==> config.mk <==
export PLATFORM = sky130hd
export DESIGN_NAME = psum_tile_stager
export DESIGN_NICKNAME = d
export VERILOG_FILES = /design/src/rtl/psum_tile_stager.sv
export SDC_FILE = /design/constraint.sdc
export NUM_CORES = 2
export LEC_CHECK = 0
export BUFFER_PORTS_ARGS = -buffer_cell sky130_fd_sc_hd__buf_2
export CORE_AREA = 2 2 443 445
export CTS_CLUSTER_DIAMETER = 100
export CTS_CLUSTER_SIZE = 10
export DETAILED_ROUTE_END_ITERATION = 8
export DIE_AREA = 0 0 445 447
export REMOVE_ABC_BUFFERS = 1
export SLEW_MARGIN = 10
export SYNTH_ARGS = -nofsm -noshare
export SYNTH_HDL_FRONTEND = slang
export SYNTH_SLANG_ARGS = --single-unit
==> constraint.sdc <==
create_clock -name clk -period 5.6 [get_ports clk]
set_clock_uncertainty 0.05 [all_clocks]
set_input_delay 0.56 -clock clk [delete_from_list [all_inputs] [get_ports clk]]
set_output_delay 0.56 -clock clk [all_outputs]
set_load 0.05 [all_outputs]
==> src/rtl/psum_tile_stager.sv <==
// psum_tile_stager
//
// Stages PSUM vectors between the PSUM SRAM and the MAC array's north input.
//
// On load_start, the block streams a tile of load_len vectors from SRAM. It
// generates the addresses itself, starting at load_base. Returned vectors land
// in a first-word-fall-through FIFO of DEPTH entries. Address issue is throttled
// so that returning data can never overrun the FIFO.
//
// A separate delay line aligns the per-column MAC valids to the output-FIFO
// write enables.
//
// Optional feature (macro PSUM_ZERO_FILL_EN):
//   defined   - mac_rd on an empty FIFO is legal. It pops nothing, presents
//               zero, and underflow is tied 0.
//   undefined - mac_rd on an empty FIFO sets the sticky underflow flag.
//
// Ports:
//   clk, reset    clock; synchronous active-high reset
//   load_start    pulse: start a tile load (ignored while load_busy or len=0)
//   load_base     first SRAM address, sampled with load_start
//   load_len      vectors in tile, sampled with load_start
//   sram_rd_en    SRAM read strobe
//   sram_addr     SRAM read address (holds its last value when idle)
//   sram_rdata    SRAM read data, valid one cycle after sram_rd_en
//   mac_rd        MAC consumes the head vector
//   mac_psum      head vector (zero when empty)
//   psum_valid    FIFO non-empty
//   fifo_level    FIFO occupancy
//   load_busy     load FSM not idle
//   load_done     one-cycle pulse after the last vector is written
//   underflow     sticky: mac_rd while empty
//   mac_valid_in  per-column MAC output valid
//   ofifo_wr      mac_valid_in delayed VALID_LAT cycles
//   dbg_state     current load FSM state (IDLE=0, REQ=1, WAIT=2)
//
// Handshake: psum_valid/mac_rd follow valid/ready semantics. A vector is
// transferred in exactly the cycle where both are high, and the pop takes
// effect at that clock edge. psum_valid never depends on mac_rd in the same
// cycle. mac_rd without psum_valid transfers nothing.

module psum_tile_stager #(
  parameter int COL       = 8,
  parameter int PSUM_BW   = 16,
  parameter int DEPTH     = 16,
  parameter int ADDR_W    = 11,
  parameter int LEN_W     = 5,
  parameter int VALID_LAT = 1
) (
  input  logic                     clk,
  input  logic                     reset,
  input  logic                     load_start,
  input  logic [ADDR_W-1:0]        load_base,
  input  logic [LEN_W-1:0]         load_len,
  output logic                     sram_rd_en,
  output logic [ADDR_W-1:0]        sram_addr,
  input  logic [COL*PSUM_BW-1:0]   sram_rdata,
  input  logic                     mac_rd,
  output logic [COL*PSUM_BW-1:0]   mac_psum,
  output logic                     psum_valid,
  output logic [$clog2(DEPTH):0]   fifo_level,
  output logic                     load_busy,
  output logic                     load_done,
  output logic                     underflow,
  input  logic [COL-1:0]           mac_valid_in,
  output logic [COL-1:0]           ofifo_wr,
  output logic [1:0]               dbg_state
);

  localparam int PTR_W = $clog2(DEPTH);
  localparam int LVL_W = PTR_W + 1;
  localparam int SUM_W = LVL_W + 1;
  localparam int DW    = COL * PSUM_BW;

  typedef enum logic [1:0] {
    S_IDLE = 2'd0,
    S_REQ  = 2'd1,
    S_WAIT = 2'd2
  } state_t;

  state_t            state, state_n;
  logic              capture;
  logic [LEN_W-1:0]  len_q;
  logic [LEN_W-1:0]  issued;
  logic              rd_valid_q;
  logic              space_ok;
  logic              last_issue;
  logic [SUM_W-1:0]  occ_sum;

  logic [DW-1:0]     mem [DEPTH];
  logic [PTR_W-1:0]  wptr, rptr;
  logic              push, pop;

  // ------------------------------------------------------------------
  // Load FSM
  // ------------------------------------------------------------------

  // Occupancy counts one read that is still in flight. A strobe is issued
  // only when the FIFO is guaranteed to have room for its data.
  assign occ_sum    = SUM_W'(fifo_level) + SUM_W'(rd_valid_q);
  assign space_ok   = occ_sum < SUM_W'(DEPTH);
  assign last_issue = (issued + LEN_W'(1)) == len_q;

  always_ff @(posedge clk) begin
    if (reset) state <= S_IDLE;
    else       state <= state_n;
  end

  always_comb begin
    state_n    = state;
    sram_rd_en = 1'b0;
    capture    = 1'b0;
    case (state)
      S_IDLE: begin
        if (load_start && (load_len != '0)) begin
          capture = 1'b1;
          state_n = S_REQ;
        end
      end
      S_REQ: begin
        sram_rd_en = space_ok;
        if (space_ok && last_issue) state_n = S_WAIT;
      end
      S_WAIT: begin
        // The final read's data lands during this cycle.
        state_n = S_IDLE;
      end
      default: state_n = S_IDLE;
    endcase
  end

  assign load_busy = (state != S_IDLE);
  assign dbg_state = state;

  always_ff @(posedge clk) begin
    if (reset) begin
      sram_addr  <= '0;
      len_q      <= '0;
      issued     <= '0;
      rd_valid_q <= 1'b0;
      load_done  <= 1'b0;
    end else begin
      rd_valid_q <= sram_rd_en;
      load_done  <= (state == S_WAIT);
      if (capture) begin
        sram_addr <= load_base;
        len_q     <= load_len;
        issued    <= '0;
      end else if (sram_rd_en) begin
        sram_addr <= sram_addr + ADDR_W'(1);
        issued    <= issued + LEN_W'(1);
      end
    end
  end

  // ------------------------------------------------------------------
  // FWFT FIFO
  // ------------------------------------------------------------------

  assign push       = rd_valid_q;
  assign psum_valid = (fifo_level != '0);
  assign pop        = mac_rd && psum_valid;
  assign mac_psum   = psum_valid ? mem[rptr] : '0;

  // Storage is not reset; only the pointers and level define what is valid.
  always_ff @(posedge clk) begin
    if (push) mem[wptr] <= sram_rdata;
  end

  always_ff @(posedge clk) begin
    if (reset) begin
      wptr       <= '0;
      rptr       <= '0;
      fifo_level <= '0;
    end else begin
      if (push) wptr <= wptr + PTR_W'(1);
      if (pop)  rptr <= rptr + PTR_W'(1);
      case ({push, pop})
        2'b10:   fifo_level <= fifo_level + LVL_W'(1);
        2'b01:   fifo_level <= fifo_level - LVL_W'(1);
        default: fifo_level <= fifo_level;
      endcase
    end
  end

`ifdef PSUM_ZERO_FILL_EN
  // Reading an empty FIFO is the first-pass/no-accumulate mode. It presents
  // zero, which mac_psum already does when empty.
  assign underflow = 1'b0;
`else
  always_ff @(posedge clk) begin
    if (reset)                     underflow <= 1'b0;
    else if (mac_rd && !psum_valid) underflow <= 1'b1;
  end
`endif

  // ------------------------------------------------------------------
  // MAC valid -> output FIFO write alignment
  // ------------------------------------------------------------------

  logic [COL-1:0] vdly [VALID_LAT];

  always_ff @(posedge clk) begin
    if (reset) begin
      for (int i = 0; i < VALID_LAT; i++) vdly[i] <= '0;
    end else begin
      vdly[0] <= mac_valid_in;
      for (int i = 1; i < VALID_LAT; i++) vdly[i] <= vdly[i-1];
    end
  end

  assign ofifo_wr = vdly[VALID_LAT-1];

endmodule

==> metrics.txt <==
status=finished, final reports clean; DRC Markers=0; slowest CP cell=o32ai_1; #FFs+latches synth=about 2100; Adder-Cell Fraction of Synth Area=0.154%; Antenna Nets Post-Route=0; Compound-Gate Fraction of Synth Area=2.54%; H-tree depth=4; hold buffer count at CTS=144; crit-path cells=or3_1 -> nor2_1 -> inv_1 -> nand2_8 -> o32ai_1 -> buf_2; post-route setup TNS=0 ns; path type of the worst setup path=flip-flop to output port; I/O pin count=315; global-route wire length before repair=287000 um; Switch Pwr=11.3 mW; Period minus WS final=about 4.6 ns; pin count of the biggest net entering global routing=about 120; die area=199000 um^2; CTS Sinks=~2100; DP Wirelength=between 100000 and 150000 um; Power per Cell Area=409 nW/um^2; main combinational cell family by area after synthesis=multiplexers; RSZ-0062 raised after global routing=false; data required time at the worst endpoint=4.99 ns; post-synthesis sequential area ratio=77.0%; initial antenna violation count=22; Worst setup EP type=output port; Final Setup Violations=0; CTS tree=built; total global routing overflow=0; WP buf/inv=2; P_int=27.1 mW; die height=approximately 450 um; Yosys cell types=57; Max Freq=0.219 GHz; Post-CTS Resized=0; clk root buf=clkbuf_16; HP Class=input pin to flip-flop; Setup WS post-layout=1.03 ns; row count=around 160; vias per inst=approximately 5.7; routed vias=39604; Finished Layout Cells=6987; PortBufs=314; Placed Cells=6540; Post-synth top flop=edfxtp_1; Reg clk slew, reported paths=0.06 ns; first-pass iteration count of the detailed router=7; clk_lat worst skew=0.84 ns; crit-path max FO=69; Total Routing Usage GR=19.8%; synthesis-to-finish area growth=15.8%; # Max-Cap Violations=0; Avg Cell Area, Syn=21.4 um^2; initial core utilization=41.8%; Post-synth EDFFs=a little over 2000; Static Leak=approximately 30 nW; Worst VDD drop=0.000627 V; combinational group share of total power=20.4%; Die Wd=445 um; DRT Wirelength=197000 um; Startpoint Class=flip-flop; Iter 0 DRT Violations=3416; Syn Std Cell Area=81200 um^2; final net count=between 4000 and 5000; Synth Area in XOR/XNOR=0.162%; Clk pwr share=about 34%; max-slew violations=0; Tcrit/Tclk final=81.5%; slew margin rel.=between 20% and 30%; Least-Margin Pin Slew=1.11 ns; CP peak stage delay=0.98 ns; Top delay family on crit path=compound AO/OA/AOI/OAI gates; CTS Buffer Depth=3; sw frac=roughly 29%; fill count=approximately 16000; worst slack, placed=1.83 ns; area of the core=194000 um^2; mux cell area share after synthesis=17.2%; GPL Wtd Cong=0.730; WL per Instance=around 28 um; simple-gate share of the synthesized area=1.72%; Async S/R FF share, synth=0%; Final Hold Fails=0; vias in the first global route=41241; setup bufs post-CTS=0; YS warnings=0; CTS buffer count=228; layout cell share with drive strength beyond 1=between 20% and 30%; most frequent cells in the layout=edfxtp_1, mux4_2, mux2i_1; commonest non-fill, non-tap cell in the layout=edfxtp_1; synthesized instance count=3800; Flop pwr share=between 40 and 50%; Worst EP arrival=3.96 ns; total power=38.5 mW
==> cells by family after synthesis <==
| group | after synthesis |
|---|---|
| buffers and inverters | 230 |
| DFF | 2099 |
| xor gates and xnor gates | 15 |
| and+or+nand+nor | 316 |
| adders and majority gates | 10 |
| AOI/OAI and AO/OA | 283 |
| muxes | 847 |
==> cell usage after synthesis, types with 5 or more instances <==
cell type	number	area share, %
a21oi_1	18	0.11
a311oi_1	7	0.075
and2_1	17	0.13
buf_1	15	0.069
buf_2	111	0.68
buf_4	9	0.083
clkbuf_1	81	0.37
dfxtp_1	51	1.3
edfxtp_1	2048	76
ha_1	10	0.15
inv_1	12	0.055
mux2i_1	408	5.0
mux4_2	436	12
nand2_1	154	0.71
nand3_1	12	0.074
nor2_1	83	0.38
nor2b_1	13	0.10
o211ai_1	94	0.87
o21ai_0	11	0.068
o22ai_1	67	0.52
o32ai_1	60	0.65
or3_1	8	0.062
xnor2_1	5	0.054
xor2_1	10	0.11
==> worst reg2reg max path: stages, from the launching register on <==
cell and delay [ns]:
dfxtp_1 0.38, or3_1 0.52, o21ai_0 0.65, inv_1 0.14, ha_1 0.34, xor2_1 0.18, ha_1 0.24, a21oi_1 0.08
or3b_2 0.45, a31oi_1 0.22, mux2_2 0.35
==> worst paths after layout <==
path | from | endpoint | cells after the start | slack (ns)
max reg2reg | fifo_level[1] | fifo_level[4] | 10 | 1.89
min reg2reg | len_q[4] | len_q[4] | 2 | 0.42
max | fifo_level[1] | mac_psum[112] | 6 | 1.03
min | sram_rdata[102] | mem[1][102] | 1 | 0.06
==> stage by stage <==
step	cell area, um^2	util, %	hold slack (ns)
final	94000	48.4	0.0621
after global routing	94000	48.4	0.0240
after CTS	94000	48.4	0.000540
after detailed placement	86400	44.5	0.418
after global placement	86300	44.5	0.413
after floorplan	80200	-	0.392
==> power by group through the flow <==
| stage | combinational (mW) | clock, mW | sequential [mW] |
|---|---|---|---|
| floorplan | 6.10 | 0 | 18.2 |
| global route | 8.27 | 14.0 | 17.5 |
| global placement | 7.86 | 0 | 17.8 |
| CTS | 7.99 | 13.4 | 17.5 |
| detailed placement | 7.88 | 0 | 17.8 |
| finish | 7.84 | 13.1 | 17.5 |
==> registers in the layout (all words and copies together) (netlist names), named ones only <==
name	count
wptr	4
push	1
dbg_state	2
issued	5
rptr	4
fifo_level	5
sram_addr	11
load_done	1
mem	2048
underflow	1
vdly	8
len_q	5
==> cell type report <==
type                       instances  area [um^2]  share of cell area [%]
antenna                            9         22.5                  0.0239
clock buffer                     280         5990                    6.36
clock inverter                    14          239                   0.254
inverter                          14         65.1                  0.0692
multi-input combinational       1471        17700                    18.9
sequential                      2099        62500                    66.5
tap                             2542         3180                    3.38
timing repair buffer             558         4290                    4.56
==> per-layer routing <==
layer	routed length, um	GRT usage, %	vias to the layer above	share of wire, %
met5	86	0	-	0.044
met4	3590	4.68	12	1.8
met3	9870	3.08	259	5.0
met2	99400	33.4	1115	51
met1	83800	27.1	21266	43
li1	-	-	16952	-
Note: power is estimated with default switching activity, not from simulation.
